File: src/rtl/soc_it_master_request_arbiter.sv
// ---------------------------------------------------------------------------
// soc_it_master_request_arbiter
//
// Shares the single SoC-IT master request port among NUM_REQ on-chip
// requesters (matching engines, descriptor fetchers, ...). A round-robin
// arbiter picks one pending request, registers its fields onto the master
// request port and holds them until SoC-IT acknowledges with a tag. A
// tag-ownership table records which requester owns each in-flight tag so
// completions and their error codes are routed back to the issuer.
//
// Parameters
//   NUM_REQ          number of requesters (2..8)
//   MAX_OUTSTANDING  global cap on in-flight requests (1..16)
//
// Ports
//   clk                        single clock (same domain as master_clk)
//   rst                        asynchronous reset, active low
//   req_valid[i]               requester i has a request pending
//   req_type/flow/local_address/length
//                              packed per-requester fields, slice i = req i
//   req_ack[i]                 one-cycle pulse: request of i accepted
//   req_tag                    tag assigned, valid with any req_ack bit
//   cpl_valid[i]               one-cycle pulse: completion for requester i
//   cpl_tag / cpl_error        completed tag and its error code
//   master_request             request to SoC-IT, held until ack
//   master_request_type/flow/local_address/length
//                              registered fields of the granted request
//   master_request_ack         SoC-IT accepts, tag valid this cycle
//   master_request_complete    completion pulse, tag identifies request
//   master_request_tag         tag from SoC-IT (ack or completion)
//   master_request_error       error code, valid with complete
//   outstanding                current number of in-flight requests
//   err_dup_tag                sticky: ack returned a tag already in use
//   err_unknown_tag            sticky: completion for a tag not in use
// ---------------------------------------------------------------------------
module soc_it_master_request_arbiter #(
    parameter int NUM_REQ         = 4,
    parameter int MAX_OUTSTANDING = 8
) (
    input  logic                    clk,
    input  logic                    rst,
    input  logic [NUM_REQ-1:0]      req_valid,
    input  logic [4*NUM_REQ-1:0]    req_type,
    input  logic [10*NUM_REQ-1:0]   req_flow,
    input  logic [64*NUM_REQ-1:0]   req_local_address,
    input  logic [36*NUM_REQ-1:0]   req_length,
    output logic [NUM_REQ-1:0]      req_ack,
    output logic [3:0]              req_tag,
    output logic [NUM_REQ-1:0]      cpl_valid,
    output logic [3:0]              cpl_tag,
    output logic [6:0]              cpl_error,
    output logic                    master_request,
    output logic [3:0]              master_request_type,
    output logic [9:0]              master_request_flow,
    output logic [63:0]             master_request_local_address,
    output logic [35:0]             master_request_length,
    input  logic                    master_request_ack,
    input  logic                    master_request_complete,
    input  logic [3:0]              master_request_tag,
    input  logic [6:0]              master_request_error,
    output logic [4:0]              outstanding,
    output logic                    err_dup_tag,
    output logic                    err_unknown_tag
);

    localparam int             IDX_W    = $clog2(NUM_REQ);
    localparam int             NUM_TAGS = 16;
    localparam logic [4:0]     MAX_CNT  = 5'(MAX_OUTSTANDING);
    localparam logic [IDX_W-1:0] LAST_IDX = IDX_W'(NUM_REQ - 1);

    typedef enum logic {
        IDLE  = 1'b0,
        ISSUE = 1'b1
    } state_t;

    state_t state;
    state_t state_next;

    logic [IDX_W-1:0]   rr_ptr;
    logic [IDX_W-1:0]   grant_idx;
    logic [IDX_W-1:0]   pick_idx;
    logic               pick_found;
    logic [NUM_REQ-1:0] eligible;

    logic [NUM_TAGS-1:0] tag_vld;
    logic [IDX_W-1:0]    tag_owner [NUM_TAGS];

    logic               grant_en;
    logic               ack_en;
    logic               cpl_hit;
    logic               cpl_miss;
    logic               dup_hit;
    logic [IDX_W-1:0]   cpl_owner;

    // In-flight counter update, clamped to [0, MAX_CNT] as a guard against
    // an inconsistent SoC-IT (e.g. duplicate tags leaving orphaned counts).
    function automatic logic [4:0] next_count(input logic [4:0] cur,
                                              input logic       inc,
                                              input logic       dec);
        logic [4:0] res;
        res = cur;
        if (inc && !dec) begin
            res = (cur >= MAX_CNT) ? MAX_CNT : cur + 5'd1;
        end else if (dec && !inc) begin
            res = (cur == 5'd0) ? 5'd0 : cur - 5'd1;
        end
        return res;
    endfunction

    // Nobody is eligible once the in-flight cap is reached; an issue that
    // was granted earlier is allowed to finish its handshake.
    assign eligible = req_valid & {NUM_REQ{outstanding < MAX_CNT}};

    // Round robin: first eligible index searching from rr_ptr+1, wrapping.
    always_comb begin : rr_search
        int idx;
        pick_found = 1'b0;
        pick_idx   = '0;
        idx        = 0;
        for (int k = 1; k <= NUM_REQ; k++) begin
            idx = (int'(rr_ptr) + k) % NUM_REQ;
            if (!pick_found && eligible[idx[IDX_W-1:0]]) begin
                pick_found = 1'b1;
                pick_idx   = idx[IDX_W-1:0];
            end
        end
    end

    // FSM next state and per-cycle strobes.
    always_comb begin
        state_next = state;
        grant_en   = 1'b0;
        ack_en     = 1'b0;
        case (state)
            IDLE: begin
                if (pick_found) begin
                    grant_en   = 1'b1;
                    state_next = ISSUE;
                end
            end
            ISSUE: begin
                if (master_request_ack) begin
                    ack_en     = 1'b1;
                    state_next = IDLE;
                end
            end
            default: state_next = IDLE;
        endcase
    end

    // Ack and completion share master_request_tag, so a simultaneous pair
    // always refers to the same entry: the completion retires the old owner
    // first and the ack then installs the new one, which is not a duplicate.
    assign cpl_owner = tag_owner[master_request_tag];
    assign cpl_hit   = master_request_complete &  tag_vld[master_request_tag];
    assign cpl_miss  = master_request_complete & ~tag_vld[master_request_tag];
    assign dup_hit   = ack_en & tag_vld[master_request_tag] & ~cpl_hit;

    always_ff @(posedge clk or negedge rst) begin
        if (!rst) begin
            state <= IDLE;
        end else begin
            state <= state_next;
        end
    end

    // --- stage boundary: grant / handshake / completion registers ---
    always_ff @(posedge clk or negedge rst) begin
        if (!rst) begin
            rr_ptr                       <= LAST_IDX;
            grant_idx                    <= '0;
            master_request               <= 1'b0;
            master_request_type          <= '0;
            master_request_flow          <= '0;
            master_request_local_address <= '0;
            master_request_length        <= '0;
            req_ack                      <= '0;
            req_tag                      <= '0;
            cpl_valid                    <= '0;
            cpl_tag                      <= '0;
            cpl_error                    <= '0;
            outstanding                  <= '0;
            err_dup_tag                  <= 1'b0;
            err_unknown_tag              <= 1'b0;
            tag_vld                      <= '0;
        end else begin
            req_ack   <= '0;
            cpl_valid <= '0;

            if (grant_en) begin
                grant_idx                    <= pick_idx;
                master_request               <= 1'b1;
                master_request_type          <= req_type[4*int'(pick_idx) +: 4];
                master_request_flow          <= req_flow[10*int'(pick_idx) +: 10];
                master_request_local_address <= req_local_address[64*int'(pick_idx) +: 64];
                master_request_length        <= req_length[36*int'(pick_idx) +: 36];
            end

            if (ack_en) begin
                master_request     <= 1'b0;
                req_ack[grant_idx] <= 1'b1;
                req_tag            <= master_request_tag;
                rr_ptr             <= grant_idx;
            end

            if (cpl_hit) begin
                cpl_valid[cpl_owner] <= 1'b1;
                cpl_tag              <= master_request_tag;
                cpl_error            <= master_request_error;
                tag_vld[master_request_tag] <= 1'b0;
            end

            // Placed after the completion clear so a same-tag ack wins.
            if (ack_en) begin
                tag_vld[master_request_tag] <= 1'b1;
            end

            if (dup_hit) begin
                err_dup_tag <= 1'b1;
            end
            if (cpl_miss) begin
                err_unknown_tag <= 1'b1;
            end

            outstanding <= next_count(outstanding, ack_en, cpl_hit);
        end
    end

    // Owner field is only meaningful while tag_vld is set, so it needs no
    // reset; clearing tag_vld discards the table.
    always_ff @(posedge clk) begin
        if (ack_en) begin
            tag_owner[master_request_tag] <= grant_idx;
        end
    end

endmodule

File: config.mk
export PLATFORM = sky130hd
export DESIGN_NAME = soc_it_master_request_arbiter
export DESIGN_NICKNAME = d
export VERILOG_FILES = /design/src/rtl/soc_it_master_request_arbiter.sv
export SDC_FILE = /design/constraint.sdc
export NUM_CORES = 1
export LEC_CHECK = 0
export BUFFER_PORTS_ARGS = -buffer_cell sky130_fd_sc_hd__buf_4
export CORE_AREA = 8 8 234 236
export DETAILED_ROUTE_END_ITERATION = 8
export DIE_AREA = 0 0 242 244
export PLACE_DENSITY = 0.61
export SYNTH_ARGS = -nofsm -noshare
export SYNTH_HDL_FRONTEND = slang
export SYNTH_SLANG_ARGS = --single-unit
export TNS_END_PERCENT = 20
File: constraint.sdc
create_clock -name clk -period 4.3 [get_ports clk]
set_input_delay 0.86 -clock clk [delete_from_list [all_inputs] [get_ports clk]]
set_output_delay 0.86 -clock clk [all_outputs]
set_load 0.05 [all_outputs]
Word-level counts from Yosys, hierarchy flattened
Memories as Yosys holds them, arrays and structs flattened.
Cells that the tools add are included.
{"block": "classes", "mul": 2, "n_mux": 42, "addsub": 6, "bitwise_logic": 11, "n_eq_ne": 0, "n_lt_le_gt_ge": 12, "shifts": 4, "n_reduce_logical": 16, "div_mod_pow": 0}
{"op": "$shiftx 256x9->64", "count": 1}
{"op": "$shiftx 144x9->36", "count": 1}
{"op": "$shiftx 40x7->10", "count": 1}
{"op": "$mux 16", "count": 2}
{"op": "$mux 1", "count": 21}
{"op": "$mux 5", "count": 4}
{"op": "$lt 2x3->1 const B", "count": 6}
{"op": "$and 16x16->16", "count": 1}
{"op": "$not 16->16", "count": 1}
{"op": "$or 16x16->16", "count": 1}
{"op": "$shiftx 16x5->4", "count": 1}
{"op": "$bmux 1 s2", "count": 4}
{"op": "$logic_and 1x1->1", "count": 8}
{"op": "$mux 2", "count": 4}
{"op": "$mux 4", "count": 2}
{"op": "$mul 4x2->6 const A", "count": 1}
{"op": "$add 5x1->5 const B", "count": 1}
{"op": "$ge 5x4->1 const B", "count": 1}
{"op": "$logic_not 1->1", "count": 5}
{"op": "$logic_not 5->1", "count": 1}
{"op": "$lt 4x5->1 const B", "count": 1}
{"op": "$lt 5x4->1 const B", "count": 1}
{"op": "$mul 3x2->5 const A", "count": 1}
{"op": "$sub 5x1->5 const B", "count": 1}
{"op": "other kinds (12)", "count": 22}
{"block": "word_totals", "latchBits": 0, "n_memories": 1, "in_bits": 475, "ram_bits": 32, "reg_bits": 166, "mem_bits_ro": 0}
{"name": "tag_owner", "depth": 16, "width": 2, "read_ports": 1, "rd_clocked_by_memory_dff": 0, "write_ports": 1, "line_no": "86", "text": "logic [IDX_W-1:0] tag_owner [NUM_TAGS];"}

Longest topological paths before layout
{"block": "logic_depth", "word_depth": 18, "depth_mapped": 11}

Least setup slack after synthesis
Ideal clock, no wire load.
{"block": "synth_timing", "path_type": "input -> register", "start": "input master_request_tag[0]", "end": "register outstanding[2]", "arrival_time_ps": 3281, "setup_slack_ps": 872, "t_required_ps": 4154, "cell_stages": 10, "cell_sequence": "buf_2 -> mux4_2 -> mux4_2 -> nand2_1 -> buf_2 -> ha_1 -> clkbuf_1 -> nor2_1 -> o31ai_1 -> o31ai_1"}
{"block": "synth_between", "elab_chain_cells": 6, "word_cells_on_any_way": 8}
{"item": "start, declared", "line_no": "59", "text": "input logic [3:0] master_request_tag,"}
{"item": "$bmux 1 s4 *", "line_no": "155", "text": "assign cpl_hit = master_request_complete & tag_vld[master_request_tag];"}
{"item": "$mux 1 (not written as such) *", "line_no": "155"}
{"item": "$and 1x1->1 *", "line_no": "155"}
{"item": "$logic_not 1->1", "line_no": "102", "text": "if (inc && !dec) begin"}
{"item": "$logic_and 1x1->1", "line_no": "102"}
{"item": "$mux 5 / $reduce_bool 2->1 (equally long branches)"}
{"item": "end signal, assigned", "line_no": "225", "text": "outstanding <= next_count(outstanding, ack_en, cpl_hit);"}
{"item": "end, declared", "line_no": "61", "text": "output logic [4:0] outstanding,"}
Mark *: on every way between the ends. The rest lies on a longest branch, timed or not. The select of a mux whose other input is x is not followed.
A chain may end at the register's enable or synchronous reset.

Final worst setup path
{"block": "layout_timing", "start": "register rr_ptr[0]", "end": "register master_request_local_address[37]"}
{"block": "layout_between", "elab_chain_cells": 15, "word_cells_on_any_way": 29}
{"item": "start, declared", "line_no": "79", "text": "logic [IDX_W-1:0] rr_ptr;"}
{"item": "start signal, assigned", "line_no": "203", "text": "rr_ptr <= grant_idx;"}
{"item": "branches (longest 15 deep; another with $add 2x1->2)"}
{"item": "end signal, assigned", "line_no": "195", "text": "master_request_local_address <= req_local_address[64*int'(pick_idx) +: 64];"}
{"item": "end, declared", "line_no": "55", "text": "output logic [63:0] master_request_local_address,"}
Parallel ways; which one is timed is not known. The select of a mux whose other input is x is not followed.

==> qor.yml <==
layout.nets: 2380
cts_tree: "built"
ys_seq_area_share_pct: 38.5
rsz0062_at_grt: "no"
place.gp.congestion: 0.924
io_pins: 620
final.setup.tns_ps: 0
ys_types: 50
p_int_uw: 7710
clk_latency_ps: 500
crit_fanout: 41
pwr-share-clk_pct: 10.3
cts_buffers: 17
grt_pass1_wl_mm: 92.8
timing.final.crit_period_ps: 3280
vdd_drop_max_uv: 705
layout_common_cells: "640 x buf_4, 164 x dfrtp_1, 146 x nor2_1, 119 x mux2i_1, 117 x nand3_1"
synth_warnings: 0
row_count: 83
drc: 0
worstSetupPathType: "register to register"
wire_per_inst_um: 24.2
cap_viol_max_count: 0
drive_gt1_share_pct: 39.0
die_x_um: 242
clk_path_buf_depth: 2
routed_wirelength_mm: 62.9
power_frac_comb_pct: 70.2
hp-class: "input pin to async pin"
first_global_vias: 14400
drt-initial-drc-count: 939
cts_root_buf: "clkbuf_16"
status: "finished, final reports clean"
num-fill-cells: 5112
core_area_um2: 50900
place_inst: 2563
cts_resized: 0
dieArea_um2: 59000
synth_seq_cells: 198
drtAntennaViolNets: 0
tightestPinTransition_ps: 909
postCtsHoldBufs: 0
clk_pin_slew_worst_paths_ps: 90
htree_levels: 4
avgSynthCellArea_um2: 9.53
io_buffers: 619
hpwl_mm: 45.4
start_kind: "register"
drtPass1Iterations: 5
slew_headroom_pct: 39.4
cp.arrival_ps: 3690
via_per_inst: 5.53
final_util_pct: 37.6
p_switching_uw: 9380
endpoint_kind: "register"
skew_ps: 8.77
syn_to_final_growth_pct: 43.8
seqPwrFrac_pct: 19.5
grt_max_degree: 120
stdcell_count: 2597
antenna_found_initial: 3
synthCells: 1396
chipHeight_um: 244
hold_viol_final: 0
setup_viol: 0
pwr_density_cell_nw_per_um2: 893
min_period_over_period_pct: 76.4
leakage_uw: 0.00857
clock_sinks: 198
required_ps: 4710
vias: 14400
drv_slew: 0
syn_nets: 1874
final_common_cell: "buf_4"
synth_area_um2: 13300
fmax_mhz: 304
swShare_pct: 54.9
start_util_pct: 26.1
grt.total_usage_pct: 20.2
cts_setup_buffers: 0
grt-ovfl-total: 0
-- metal layers --
layer  track usage (%)  vias up  routed length, um  part of all wire (%)
met2              34.1      681              30700                    49
met4              7.13        0               1950                   3.1
met1              23.9     7055              24900                    40
met5                 0        -                  0                     0
met3              6.47      101               5270                   8.4
li1                  -     6520                  -                     -
-- synth_stat cells (all sizes together) --
| cell type | n | share of area [%] |
|---|---|---|
| nand4 | 113 | 5.3 |
| dfrtp | 164 | 31 |
| nand2 | 72 | 2.1 |
| nor2 | 147 | 4.1 |
| a21o | 115 | 6.5 |
| a211o | 1 | 0.066 |
| nor3b | 1 | 0.056 |
| o21a | 3 | 0.17 |
| nor3 | 7 | 0.26 |
| dfstp | 2 | 0.40 |
| o2111ai | 1 | 0.066 |
| nand3b | 2 | 0.11 |
| nor2b | 4 | 0.19 |
| inv | 7 | 0.20 |
| and2 | 1 | 0.066 |
| a211oi | 3 | 0.21 |
| o21bai | 1 | 0.056 |
| nand3 | 118 | 4.5 |
| edfxtp | 32 | 7.2 |
| o221ai | 114 | 7.5 |
| mux2 | 1 | 0.085 |
| mux4 | 17 | 2.9 |
| or2 | 3 | 0.14 |
| clkbuf | 70 | 2.1 |
| mux2i | 119 | 9.0 |
| or3 | 2 | 0.094 |
| and3 | 3 | 0.14 |
| o21ai | 37 | 1.4 |
| o31ai | 4 | 0.33 |
| a21oi | 5 | 0.19 |
| a31oi | 2 | 0.094 |
| a22oi | 1 | 0.056 |
| nand2b | 6 | 0.28 |
| a311oi | 1 | 0.066 |
| a31o | 2 | 0.13 |
| a32oi | 1 | 0.066 |
| a41oi | 113 | 8.9 |
| buf | 98 | 3.9 |
| ha | 3 | 0.28 |
-- power groups by stage --
stage	combinational, uW	sequential (uW)	clock, uW
global route	12800	3410	1880
detailed placement	12100	3340	0
floorplan	6200	5390	0
finish	12000	3330	1760
CTS	12100	3320	1830
global placement	11900	3330	0
-- state kept, by name, summed over array words and instances, names as in the netlist --
name	count
tag_owner	32
outstanding	5
state	1
master_request	1
cpl_valid	4
master_request_local_address	64
master_request_length	36
tag_vld	16
cpl_tag	4
grant_idx	2
err_unknown_tag	1
master_request_flow	10
err_dup_tag	1
cpl_error	7
req_tag	4
rr_ptr	2
req_ack	4
master_request_type	4
-- final cells by class --
type	count	area, um2	share of cell area [%]
Antenna cell	2	5.00	0.0262
Multi-Input combinational cell	1023	7410	38.7
Inverter	7	26.3	0.137
Timing Repair Buffer	655	5100	26.6
Tap cell	680	851	4.45
Clock buffer	18	450	2.35
Sequential cell	198	5120	26.8
Clock inverter	14	170	0.890
-- cell families (layout without fill, tap and decap cells) --
kind of cell / after synthesis / after routing / synth area share, %
DFF: 198 / 198 / 38.5
muxes: 137 / 137 / 11.9
other: 0 / 2 / 0
AOI/OAI and AO/OA: 404 / 404 / 25.7
and+or+nand+nor: 479 / 479 / 17.4
adders and majority gates: 3 / 3 / 0.282
buffers and inverters: 175 / 694 / 6.21
-- worst paths after layout --
path / startpoint / to / slack, ps / cells past startpoint
setup / recovery: rr_ptr[0] / master_request_local_address[37] / 1020 / 7
hold / removal: rst / master_request / 330 / 2
setup reg to reg: rr_ptr[0] / master_request_local_address[37] / 1020 / 7
hold reg to reg: req_tag[3] / req_tag[3] / 480 / 2
max in group asynchronous: rst / master_request_local_address[29] / 3350 / 2
min in group clk: req_tag[3] / req_tag[3] / 480 / 2
-- worst max-delay path: stages, from the launching register on --
cell and delay (ps):
dfstp_4 740, mux4_2 590, a21o_1 200, a211o_4 380
nand2_4 530, buf_12 320, nand3_1 120, a41oi_1 260
-- stage by stage --
step | setup slack (ps) | power, uW | cell area, um2 | hold WS (ps)
2_1_floorplan | 872 | 11600 | 13300 | 465
3_5_place_dp | 847 | 15400 | 18500 | 459
3_3_place_gp | 880 | 15200 | 18500 | 454
4_1_cts | 1010 | 17200 | 19100 | 315
5_1_grt | 853 | 18100 | 19100 | 333
6_report | 1020 | 17100 | 19100 | 333
Note: power is estimated with default switching activity, not from simulation.
